## config.mk

```make
export PLATFORM = sky130hd
export DESIGN_NAME = sp_store_engine
export DESIGN_NICKNAME = d
export VERILOG_FILES = /design/src/rtl/sp_store_engine.sv
export SDC_FILE = /design/constraint.sdc
export NUM_CORES = 1
export LEC_CHECK = 0
export ABC_AREA = 1
export CORE_ASPECT_RATIO = 0.7
export CORE_MARGIN = 3
export CORE_UTILIZATION = 40
export DETAILED_ROUTE_END_ITERATION = 7
export PLACE_DENSITY_LB_ADDON = 0.05
export SYNTH_ARGS = -nofsm -noshare
export SYNTH_HDL_FRONTEND = slang
export SYNTH_SLANG_ARGS = --single-unit
```

## constraint.sdc

```tcl
create_clock -name CLK -period 4.8 [get_ports CLK]
set_input_delay 1.44 -clock CLK [delete_from_list [all_inputs] [get_ports CLK]]
set_output_delay 1.44 -clock CLK [all_outputs]
set_load 0.05 [all_outputs]
```

## src/rtl/sp_store_engine.sv

```systemverilog
// sp_store_engine: store-path initiator (rFIFO row reads) and drain (dramFIFO -> DRAM beats) for one bank.
// Latency: command accept -> first rFIFO push 1 cycle; dramFIFO pop -> DRAM beat 1 cycle; accept of last row -> store_done 1 cycle.
// Backpressure: rFIFO_full stalls row issue in place; dram_ready low holds the beat register and blocks further pops.
//
// Ports:
//   CLK, nRST                          clock, async active-low reset
//   store_valid/ready, store_mat_s,    store command handshake, matrix select,
//   store_addr                         DRAM byte address of row 0
//   rFIFO_WEN, rFIFO_wdata, rFIFO_full row-read request push into the bank rFIFO
//   dramFIFO_REN/empty/rdata           pop side of the bank dramFIFO
//   dram_wen/addr/wdata/ready          DRAM write beat (held while !dram_ready)
//   store_done                         pulse after last row of a store is accepted
//   busy                               any store activity in flight
module sp_store_engine #(
  parameter  int MAT_S_W       = 2,
  parameter  int BITS_PER_ROW  = 64,
  parameter  int BYTES_PER_ROW = BITS_PER_ROW / 8,
  parameter  int ROWS_PER_MAT  = 4,
  localparam int ROW_S_W       = (ROWS_PER_MAT > 1) ? $clog2(ROWS_PER_MAT) : 1,
  localparam int RFIFO_W       = 2 + MAT_S_W + ROW_S_W + 32,
  localparam int DFIFO_W       = 32 + MAT_S_W + ROW_S_W + BITS_PER_ROW
) (
  input  logic                    CLK,
  input  logic                    nRST,
  input  logic                    store_valid,
  output logic                    store_ready,
  input  logic [MAT_S_W-1:0]      store_mat_s,
  input  logic [31:0]             store_addr,
  output logic                    rFIFO_WEN,
  output logic [RFIFO_W-1:0]      rFIFO_wdata,
  input  logic                    rFIFO_full,
  output logic                    dramFIFO_REN,
  input  logic                    dramFIFO_empty,
  input  logic [DFIFO_W-1:0]      dramFIFO_rdata,
  output logic                    dram_wen,
  output logic [31:0]             dram_addr,
  output logic [BITS_PER_ROW-1:0] dram_wdata,
  input  logic                    dram_ready,
  output logic                    store_done,
  output logic                    busy
);

  typedef enum logic {IDLE, ISSUE} state_t;

  localparam logic [ROW_S_W-1:0] LAST_ROW = ROW_S_W'(ROWS_PER_MAT - 1);

  state_t               state, state_nxt;
  logic [ROW_S_W-1:0]   row_cnt;
  logic [MAT_S_W-1:0]   mat_q;
  logic [31:0]          base_q;
  logic [31:0]          row_off;
  logic                 push;

  // ---------------- issue FSM ----------------
  always_ff @(posedge CLK or negedge nRST) begin
    if (!nRST) state <= IDLE;
    else       state <= state_nxt;
  end

  always_comb begin
    state_nxt = state;
    case (state)
      IDLE:    if (store_valid) state_nxt = ISSUE;
      ISSUE:   if (!rFIFO_full && row_cnt == LAST_ROW) state_nxt = IDLE;
      default: state_nxt = IDLE;
    endcase
  end

  always_comb begin
    store_ready = (state == IDLE);
    push        = (state == ISSUE) && !rFIFO_full;
    rFIFO_WEN   = push;
  end

  always_ff @(posedge CLK or negedge nRST) begin
    if (!nRST) begin
      row_cnt <= '0;
      mat_q   <= '0;
      base_q  <= '0;
    end else if (state == IDLE && store_valid) begin
      row_cnt <= '0;
      mat_q   <= store_mat_s;
      base_q  <= store_addr;
    end else if (push) begin
      // explicit wrap keeps non-power-of-two row counts correct
      row_cnt <= (row_cnt == LAST_ROW) ? '0 : row_cnt + 1'b1;
    end
  end

  // row address wraps modulo 2^32
  assign row_off     = 32'(row_cnt) * 32'(BYTES_PER_ROW);
  assign rFIFO_wdata = {2'b00, mat_q, row_cnt, base_q + row_off};

  // ---------------- drain: single-entry beat register ----------------
  logic                    beat_valid;
  logic [ROW_S_W-1:0]      beat_row;
  logic [31:0]             ent_addr;
  logic [ROW_S_W-1:0]      ent_row;
  logic [BITS_PER_ROW-1:0] ent_data;
  logic [MAT_S_W-1:0]      unused_ent_mat;

  assign ent_addr       = dramFIFO_rdata[DFIFO_W-1 -: 32];
  assign unused_ent_mat = dramFIFO_rdata[BITS_PER_ROW + ROW_S_W +: MAT_S_W];
  assign ent_row        = dramFIFO_rdata[BITS_PER_ROW +: ROW_S_W];
  assign ent_data       = dramFIFO_rdata[BITS_PER_ROW-1:0];

  // pop whenever the register is free or being emptied this cycle
  assign dramFIFO_REN = !dramFIFO_empty && (!beat_valid || dram_ready);
  assign dram_wen     = beat_valid;

  always_ff @(posedge CLK or negedge nRST) begin
    if (!nRST) begin
      beat_valid <= 1'b0;
      beat_row   <= '0;
      dram_addr  <= '0;
      dram_wdata <= '0;
      store_done <= 1'b0;
    end else begin
      store_done <= beat_valid && dram_ready && (beat_row == LAST_ROW);
      if (dramFIFO_REN) begin
        beat_valid <= 1'b1;
        beat_row   <= ent_row;
        dram_addr  <= ent_addr;
        dram_wdata <= ent_data;
      end else if (dram_ready) begin
        beat_valid <= 1'b0;
      end
    end
  end

  assign busy = (state != IDLE) || beat_valid || !dramFIFO_empty;

endmodule

```

**Yosys cells after proc, flatten, opt, wreduce, memory -nomap -nowiden**

Cells that the tools add are included.

- Flip-flop bits (word level): 137
- Input bits: 140
- Output and inout port bits: 140
- Logic and storage cells: 36

- Add/sub/neg operators: 2
- Equality and inequality tests: 2
- Mux-type cells: 8
- Bitwise operators: 1
- Reduce and logical (&&, ||, !) cells: 14

Operators by type and width:

| operator | number |
|---|---|
| 32-bit by 5-bit adder with 32-bit output | 1 |
| 1-bit logical AND | 6 |
| 2-bit 2-to-1 mux | 3 |
| 2-bit equality test, second input constant | 2 |
| 1-bit 2-to-1 mux | 4 |
| 2-bit nonzero test | 2 |
| 1-bit logical NOT | 3 |
| 1-bit logical OR | 3 |
| 2-bit by 1-bit adder with 2-bit output, second input constant | 1 |
| 1-bit one-hot mux with 2 select lines | 1 |
| 1-bit NOT | 1 |

**Logic depth before layout (Yosys ltp)**

Gate-level depths: netlist of run 1.

- Depth after elaboration: 4
- Depth in mapped cells: 9
- Mapped depth without buffers: 9

**Worst setup path after synthesis of run 1**

No wires, ideal clock.

- Path kind: register to output
- Start point: register row_cnt[0]
- End point: output rFIFO_wdata[15]
- Arrival time: 2583 ps
- Data required time: 3360 ps
- Setup slack: 777 ps
- Cell stages (with the launch flop): 8
- Path buffers: 0
- Cells stage by stage: dfrtp_1 ha_1 inv_1 fa_1 nor2_2 nand2_2 nor2_2 xor2_1

- Word-level cells in the longest chain between the ends: 1

Ends and longest elaborated chain:

| element | RTL line | text |
|---|---|---|
| start: declaration | 48 | `logic [ROW_S_W-1:0] row_cnt;` |
| start signal: assignment | 86 | `row_cnt <= (row_cnt == LAST_ROW) ? '0 : row_cnt + 1'b1;` |
| 32-bit by 5-bit adder with 32-bit output | 92 | `assign rFIFO_wdata = {2'b00, mat_q, row_cnt, base_q + row_off};` |
| end: declaration | 30 | `output logic [RFIFO_W-1:0] rFIFO_wdata,` |

Every way passes these cells.

**Worst setup path after layout of run 1**

Ends and elaborated chain as after synthesis.

==> impl_metrics.ini, run 1 <==
[outcome]
status = complete, no violations

[sta]
final-setup-viol-count = 0
final-max-slew-violation-count = 0
finalHoldWorstSlack_ps = 466.4
rsz0062_at_grt = false
postLayoutSetupSlackWorst_ps = 331.0
final.setup.tns_ps = 0
tightestPinTransition_ps = 1012
skew_ps = 8.495
slew_headroom = 0.3232
final.period_utilization = 0.9310
final-hold-violation-count = 0
fmax_mhz = 223.8
period_needed_ps = 4469

[grt]
number_of_global_route_vias_before_repair = 5139
globalRouteTotalUtil = 0.2099
globalRoute.totalOverflow = 0
antenna_found_initial = 0
grt_start_max_net_pins = 99
grt_first_pass_wirelength_mm = 27.49

[power_and_ir_drop]
power_density_over_the_cells_nw_per_um2 = 575.3
p_leak_nw = 4.543
combinationalPowerShare = 0.470
seq_power_share = 0.302
netsw_mw = 2.451
power_switching_share = 0.4500
p_int_mw = 2.997
ir_drop_v = 0.0002515
design_power_total_mw = 5.448
clockPowerShare = 0.228

[floorplanning]
design.die.area_um2 = 16620
chipHeight_um = 108.8
initial_core_util = 0.4214
design.portCount = 280
placeableCoreArea_um2 = 14320
placementRows = 36
chipWidth_um = 152.8

[place]
finalWeightedCongestion = 0.8232
place.detailed.instances = 1161
io_buffer_count = 275
post_dp_cell_area_um2 = 8904
placement.setup.worst_slack_ps = 529.9
post-dp-hpwl_mm = 12.72

[setup_path]
worst-endpoint-arrival_ps = 3030
cpLargestDelayFamily = buffers and inverters
cpPeakStageDelay_ps = 820
worstPathCellList = ha_1, inv_1, fa_1, nor2_2, nand2_2, nor2_2, xor2_1, clkdlybuf4s50_1
worst_setup_path_start_kind = flip-flop
worst-endpoint-required_ps = 3360
setup.worst_path.class = flip-flop to output port
worst-path-buf-inv = 2
crit_path_top_delay_cell = clkdlybuf4s50_1
crit_top_cell = nor2_2
rrSetupSlack_ps = 2970
endpoint_type_of_the_worst_setup_path = output port
critical_path.max_fanout = 5

[cells_and_area]
antennaDiodeCount = 0
syn2layout_area_growth_pct = 56.88
layout_commonest_cell = nand2_1
most-common-layout-cells = nand2_1, clkdlybuf4s50_1, dfrtp_1
final_area_um2 = 9469
layout.nets = 1134
area_used_by_sequential_logic_in_the_layout_um2 = 3428
multi_input_logic_area_um2 = 2317
final_layout_size_suffix_gt1_frac = 0.06580
filler_cell_count = 1255
final_cells = 1193
final_design_utilization = 0.6611

[hold_path]
timing.hold.worst.class = flip-flop to flip-flop

[clocking]
ctsLongestPathBuffers = 2
h-tree-depth = 4
clkLatencyLatePin_ps = 420
cts.sinks = 137
holdBufCountCts = 0
clk_pin_slew_ps = 60
clock_tree_from_tritoncts = built
numCtsBuffers = 17
ctsRootBufferMaster = clkbuf_16
postCtsSetupBuffers = 0
post_cts_resized = 0

[synthesis]
synth_cell_type_count = 25
mappedNetlistArea_um2 = 6036
synth_top_family_by_area = simple AND/OR/NAND/NOR gates
seq_area_frac_synth = 0.5680
syn_avg_cell_area_um2 = 8.360
ys_ff_latch = 137
synth_warnings = 0
post_synth_xor_area_fraction = 0.01741
synthAdderAreaFrac = 0.009536
post_synth_mux_area_share = 0.03731
syn_inst = 722
fraction_of_the_mapped_netlist_area_in_compound_gates = 0.02114
yosys.area_share.simple = 0.2950

[route]
num_vias = 5357
routed_wl_mm = 17.49
detail_route.first_pass.iterations = 4
via_per_inst = 4.490
post_drt_wl_per_cell_um = 14.66
dr.first_iter.drc_count = 298
remaining_drc_errors = 0
antenna_violating_nets_post_route = 0

[run]
drv.max_cap_violation_count = 0
-- power groups by stage --
| stage | Combinational (mW) | Sequential [mW] | Clock (mW) |
|---|---|---|---|
| after detailed placement | 2.57 | 1.66 | 0 |
| after CTS | 2.58 | 1.64 | 1.28 |
| after floorplan | 1.28 | 2.05 | 0 |
| after global placement | 2.56 | 1.65 | 0 |
| final | 2.56 | 1.64 | 1.24 |
| after global routing | 2.72 | 1.69 | 1.33 |
-- synth_stat cells --
library cell | count | share of area
nand2_1 | 382 | 0.24
dfrtp_1 | 137 | 0.57
nor2_1 | 55 | 0.034
inv_1 | 30 | 0.019
mux2_2 | 20 | 0.037
buf_2 | 18 | 0.015
a21oi_1 | 16 | 0.013
nand3_1 | 14 | 0.012
buf_4 | 10 | 0.012
o21ai_0 | 8 | 0.0066
xnor2_1 | 7 | 0.010
xor2_1 | 5 | 0.0073
ha_1 | 3 | 0.0062
nand3b_1 | 3 | 0.0037
and2_1 | 2 | 0.0021
buf_6 | 2 | 0.0037
nor2_2 | 2 | 0.0021
clkbuf_1 | 1 | 0.00062
conb_1 | 1 | 0.00062
fa_1 | 1 | 0.0033
inv_2 | 1 | 0.00062
nand2_2 | 1 | 0.0010
nor2_4 | 1 | 0.0019
nor3_1 | 1 | 0.00083
o21a_1 | 1 | 0.0012
-- registers in the layout, indices dropped and copies added (netlist names) --
signal,count
beat_row,2
store_done,1
mat_q,2
state,1
row_cnt,2
dram_wen,1
dram_addr,32
base_q,32
dram_wdata,64
-- layout make-up --
type | instances | area share
Clock buffer | 18 | 0.04638
Clock inverter | 14 | 0.01335
Inverter | 31 | 0.01229
Multi-Input combinational cell | 524 | 0.2447
Sequential cell | 137 | 0.3621
Tap cell | 190 | 0.02511
Timing Repair Buffer | 279 | 0.2961
-- cell families (layout without fill, tap and decap cells) --
group,Yosys count,count (layout)
and+or+nand+nor,461,461
DFF,137,137
buffers and inverters,62,342
AOI/OAI and AO/OA,25,25
muxes,20,20
xor gates and xnor gates,12,12
adders and majority gates,4,4
other,1,2
-- tightest hold or removal path: cells and delay by family (launching register included) --
family	cells	cell delay, ps
and+or+nand+nor	2	90
DFF	1	340
-- path summary, 6_finish.rpt --
path / startpoint / end / cells past startpoint
worst max-delay path: row_cnt[0] / rFIFO_wdata[15] / 8
worst min-delay path: dram_wdata[62] / dram_wdata[62] / 2
max in group asynchronous: nRST / dram_addr[3] / 2
worst min register to register: dram_wdata[62] / dram_wdata[62] / 2
worst max register to register: dram_wen / dram_addr[4] / 4
min in group asynchronous: nRST / base_q[26] / 1
-- metal layers --
layer  vias up  share of wire  track usage
li1       2746              -            -
met1      2407           0.43       0.2672
met2       196           0.45       0.3287
met3         8           0.11       0.1004
met4         0         0.0084      0.04832
met5         -              0            0
No activity file was read; power rests on OpenSTA's default activity.
==> run 2, diff against run 1 <==
--- a/config.mk
+++ b/config.mk
@@ -5,7 +5,7 @@
 export SDC_FILE = /design/constraint.sdc
 export NUM_CORES = 1
 export LEC_CHECK = 0
-export ABC_AREA = 1
+export CAP_MARGIN = 20
 export CORE_ASPECT_RATIO = 0.7
 export CORE_MARGIN = 3
 export CORE_UTILIZATION = 40
==> impl_metrics.ini, run 2 <==
[clocking]
clk_pin_slew_ps = 50
postCtsSetupBuffers = 0
clkLatencyLatePin_ps = 400
h-tree-depth = 4
holdBufCountCts = 0
clock_tree_from_tritoncts = built
ctsLongestPathBuffers = 2
ctsRootBufferMaster = clkbuf_16
cts.sinks = 137
numCtsBuffers = 17

[route]
detail_route.first_pass.iterations = 4
num_vias = 4135
antenna_violating_nets_post_route = 0
post_drt_wl_per_cell_um = 17.99
via_per_inst = 4.780
routed_wl_mm = 15.56
dr.first_iter.drc_count = 89
remaining_drc_errors = 0

[sta]
final.period_utilization = 0.9714
skew_ps = 8.769
rsz0062_at_grt = false
final.setup.tns_ps = 0
period_needed_ps = 4663
final-setup-viol-count = 0
final-hold-violation-count = 0
tightestPinTransition_ps = 1047
postLayoutSetupSlackWorst_ps = 137.4
slew_headroom = 0.3006
final-max-slew-violation-count = 0
fmax_mhz = 214.5

[place]
post-dp-hpwl_mm = 11.65
finalWeightedCongestion = 0.8429
io_buffer_count = 275
post_dp_cell_area_um2 = 8651
place.detailed.instances = 835
placement.setup.worst_slack_ps = 360.1

[power_and_ir_drop]
power_switching_share = 0.4021
combinationalPowerShare = 0.438
power_density_over_the_cells_nw_per_um2 = 602.7
netsw_mw = 2.258
p_int_mw = 3.357
clockPowerShare = 0.261
ir_drop_v = 0.0002891
seq_power_share = 0.301
p_leak_nw = 3.860

[synthesis]
ys_ff_latch = 137
syn_inst = 389
synth_top_cells_by_count = dfrtp_1, mux2_2, xnor2_1
syn_avg_cell_area_um2 = 14.73
synth.area.top_cells = dfrtp_1, mux2_2, xnor2_1
synth_cell_type_count = 31
yosys.cell_count.top_type = dfrtp_1
ys_async_sr_fraction = 1.000
mappedNetlistArea_um2 = 5729
seq_area_frac_synth = 0.5984
yosysTopAreaCellShare = 0.5984
synth_warnings = 0
synth_enable_flop_cells = 0
library_cell_occupying_the_most_area_in_the_post_synthesis_netlist = dfrtp_1
postSynth.topFlopCell = dfrtp_1

[cells_and_area]
final_layout_size_suffix_gt1_frac = 0.2382
biggest_regs = dram_wdata x64, base_q x32, dram_addr x32
layout_commonest_cell = clkdlybuf4s50_1
area_used_by_sequential_logic_in_the_layout_um2 = 3428
final_cells = 865
filler_cell_count = 980
largest-register = dram_wdata
multi_input_logic_area_um2 = 2176
final_design_utilization = 0.6863
syn2layout_area_growth_pct = 62.61
final_area_um2 = 9316
most-common-layout-cells = clkdlybuf4s50_1, dfrtp_1, mux2_2
antennaDiodeCount = 0
largest_reg_flops = 64
layout.nets = 813

[floorplanning]
chipHeight_um = 106.1
placementRows = 35
placeableCoreArea_um2 = 13580
design.die.area_um2 = 15820
design.portCount = 280
initial_core_util = 0.4220
chipWidth_um = 149.0

[setup_path]
endpoint_type_of_the_worst_setup_path = output port
worstPathCellList = ha_1, inv_1, fa_1, nand4b_2, nor3_1, nand2_1, xnor2_1, clkdlybuf4s50_1
crit_path_top_delay_cell = clkdlybuf4s50_1
worst_setup_path_start_kind = flip-flop
worst-endpoint-required_ps = 3360
critical_path.max_fanout = 5
setup.worst_path.class = flip-flop to output port
worst-endpoint-arrival_ps = 3220
cpPeakStageDelay_ps = 850

[grt]
globalRouteTotalUtil = 0.1957
antenna_found_initial = 0
globalRoute.totalOverflow = 0
grt_start_max_net_pins = 84
number_of_global_route_vias_before_repair = 4437
grt_first_pass_wirelength_mm = 23.99

[run]
drv.max_cap_violation_count = 0

[hold_path]
timing.hold.worst.class = flip-flop to flip-flop

[outcome]
status = complete, no violations
==> run 2: repair_timing <==
action,4_1_cts,5_1_grt
endpoints found under the setup margin,2,2
resized for setup,2,2
cloned,0,0
pin swaps,0,0
==> run 2: logic make-up after synthesis <==
logic type	synth area share
AO/OA/AOI/OAI	0.009609
XOR/XNOR	0.04127
other	0.0006545
multiplexers	0.2555
flip-flops	0.5984
buffers and inverters	0.02511
AND/OR/NAND/NOR	0.05940
adder cells (fa/ha/maj)	0.01005
==> run 2: layer usage <==
| metal | track usage | up-vias | share of wire |
|---|---|---|---|
| met3 | 0.09374 | 21 | 0.11 |
| met5 | 0 | - | 0 |
| met1 | 0.2186 | 2016 | 0.38 |
| met2 | 0.3295 | 179 | 0.49 |
| met4 | 0.06597 | 0 | 0.019 |
| li1 | - | 1919 | - |
==> run 2: power groups by stage <==
stage / clock network [mW] / registers, mW / logic [mW]
2_1_floorplan: 0 / 2.15 / 1.16
3_3_place_gp: 0 / 1.68 / 2.46
3_5_place_dp: 0 / 1.71 / 2.48
4_1_cts: 1.50 / 1.69 / 2.48
5_1_grt: 1.55 / 1.73 / 2.57
6_report: 1.47 / 1.69 / 2.46
==> run 2: layout make-up <==
cell class	count	area share
clock buffer	19	0.04754
clock inverter	11	0.02364
inverter	9	0.003626
multi-input combinational	225	0.2335
sequential	137	0.3680
tap	185	0.02485
timing repair buffer	279	0.2988
==> run 2: worst paths after layout <==
| check | from | to | slack (ps) | depth (start not counted) |
|---|---|---|---|---|
| setup / recovery | row_cnt[0] | rFIFO_wdata[17] | 140 | 8 |
| hold / removal | dram_addr[23] | dram_addr[23] | 480 | 1 |
| setup reg to reg | dram_wen | dram_wdata[27] | 2460 | 4 |
| hold reg to reg | dram_addr[23] | dram_addr[23] | 480 | 1 |
| max in group asynchronous | nRST | base_q[0] | 2820 | 2 |
| min in group asynchronous | nRST | dram_wdata[55] | 1080 | 1 |
==> run 2: critical path, delay by kind of cell, from the launching register on <==
| family | cells | cell delay, ps |
|---|---|---|
| adders and majority gates | 2 | 630 |
| xor gates and xnor gates | 1 | 150 |
| DFF | 1 | 420 |
| buffers and inverters | 2 | 900 |
| and+or+nand+nor | 3 | 710 |
==> run 2: per-stage QoR <==
stage / total power, mW / hold WS (ps)
2_1_floorplan: 3.307 / 458.0
3_3_place_gp: 4.140 / 469.7
3_5_place_dp: 4.186 / 474.0
4_1_cts: 5.675 / 486.7
5_1_grt: 5.853 / 493.9
6_report: 5.615 / 483.3
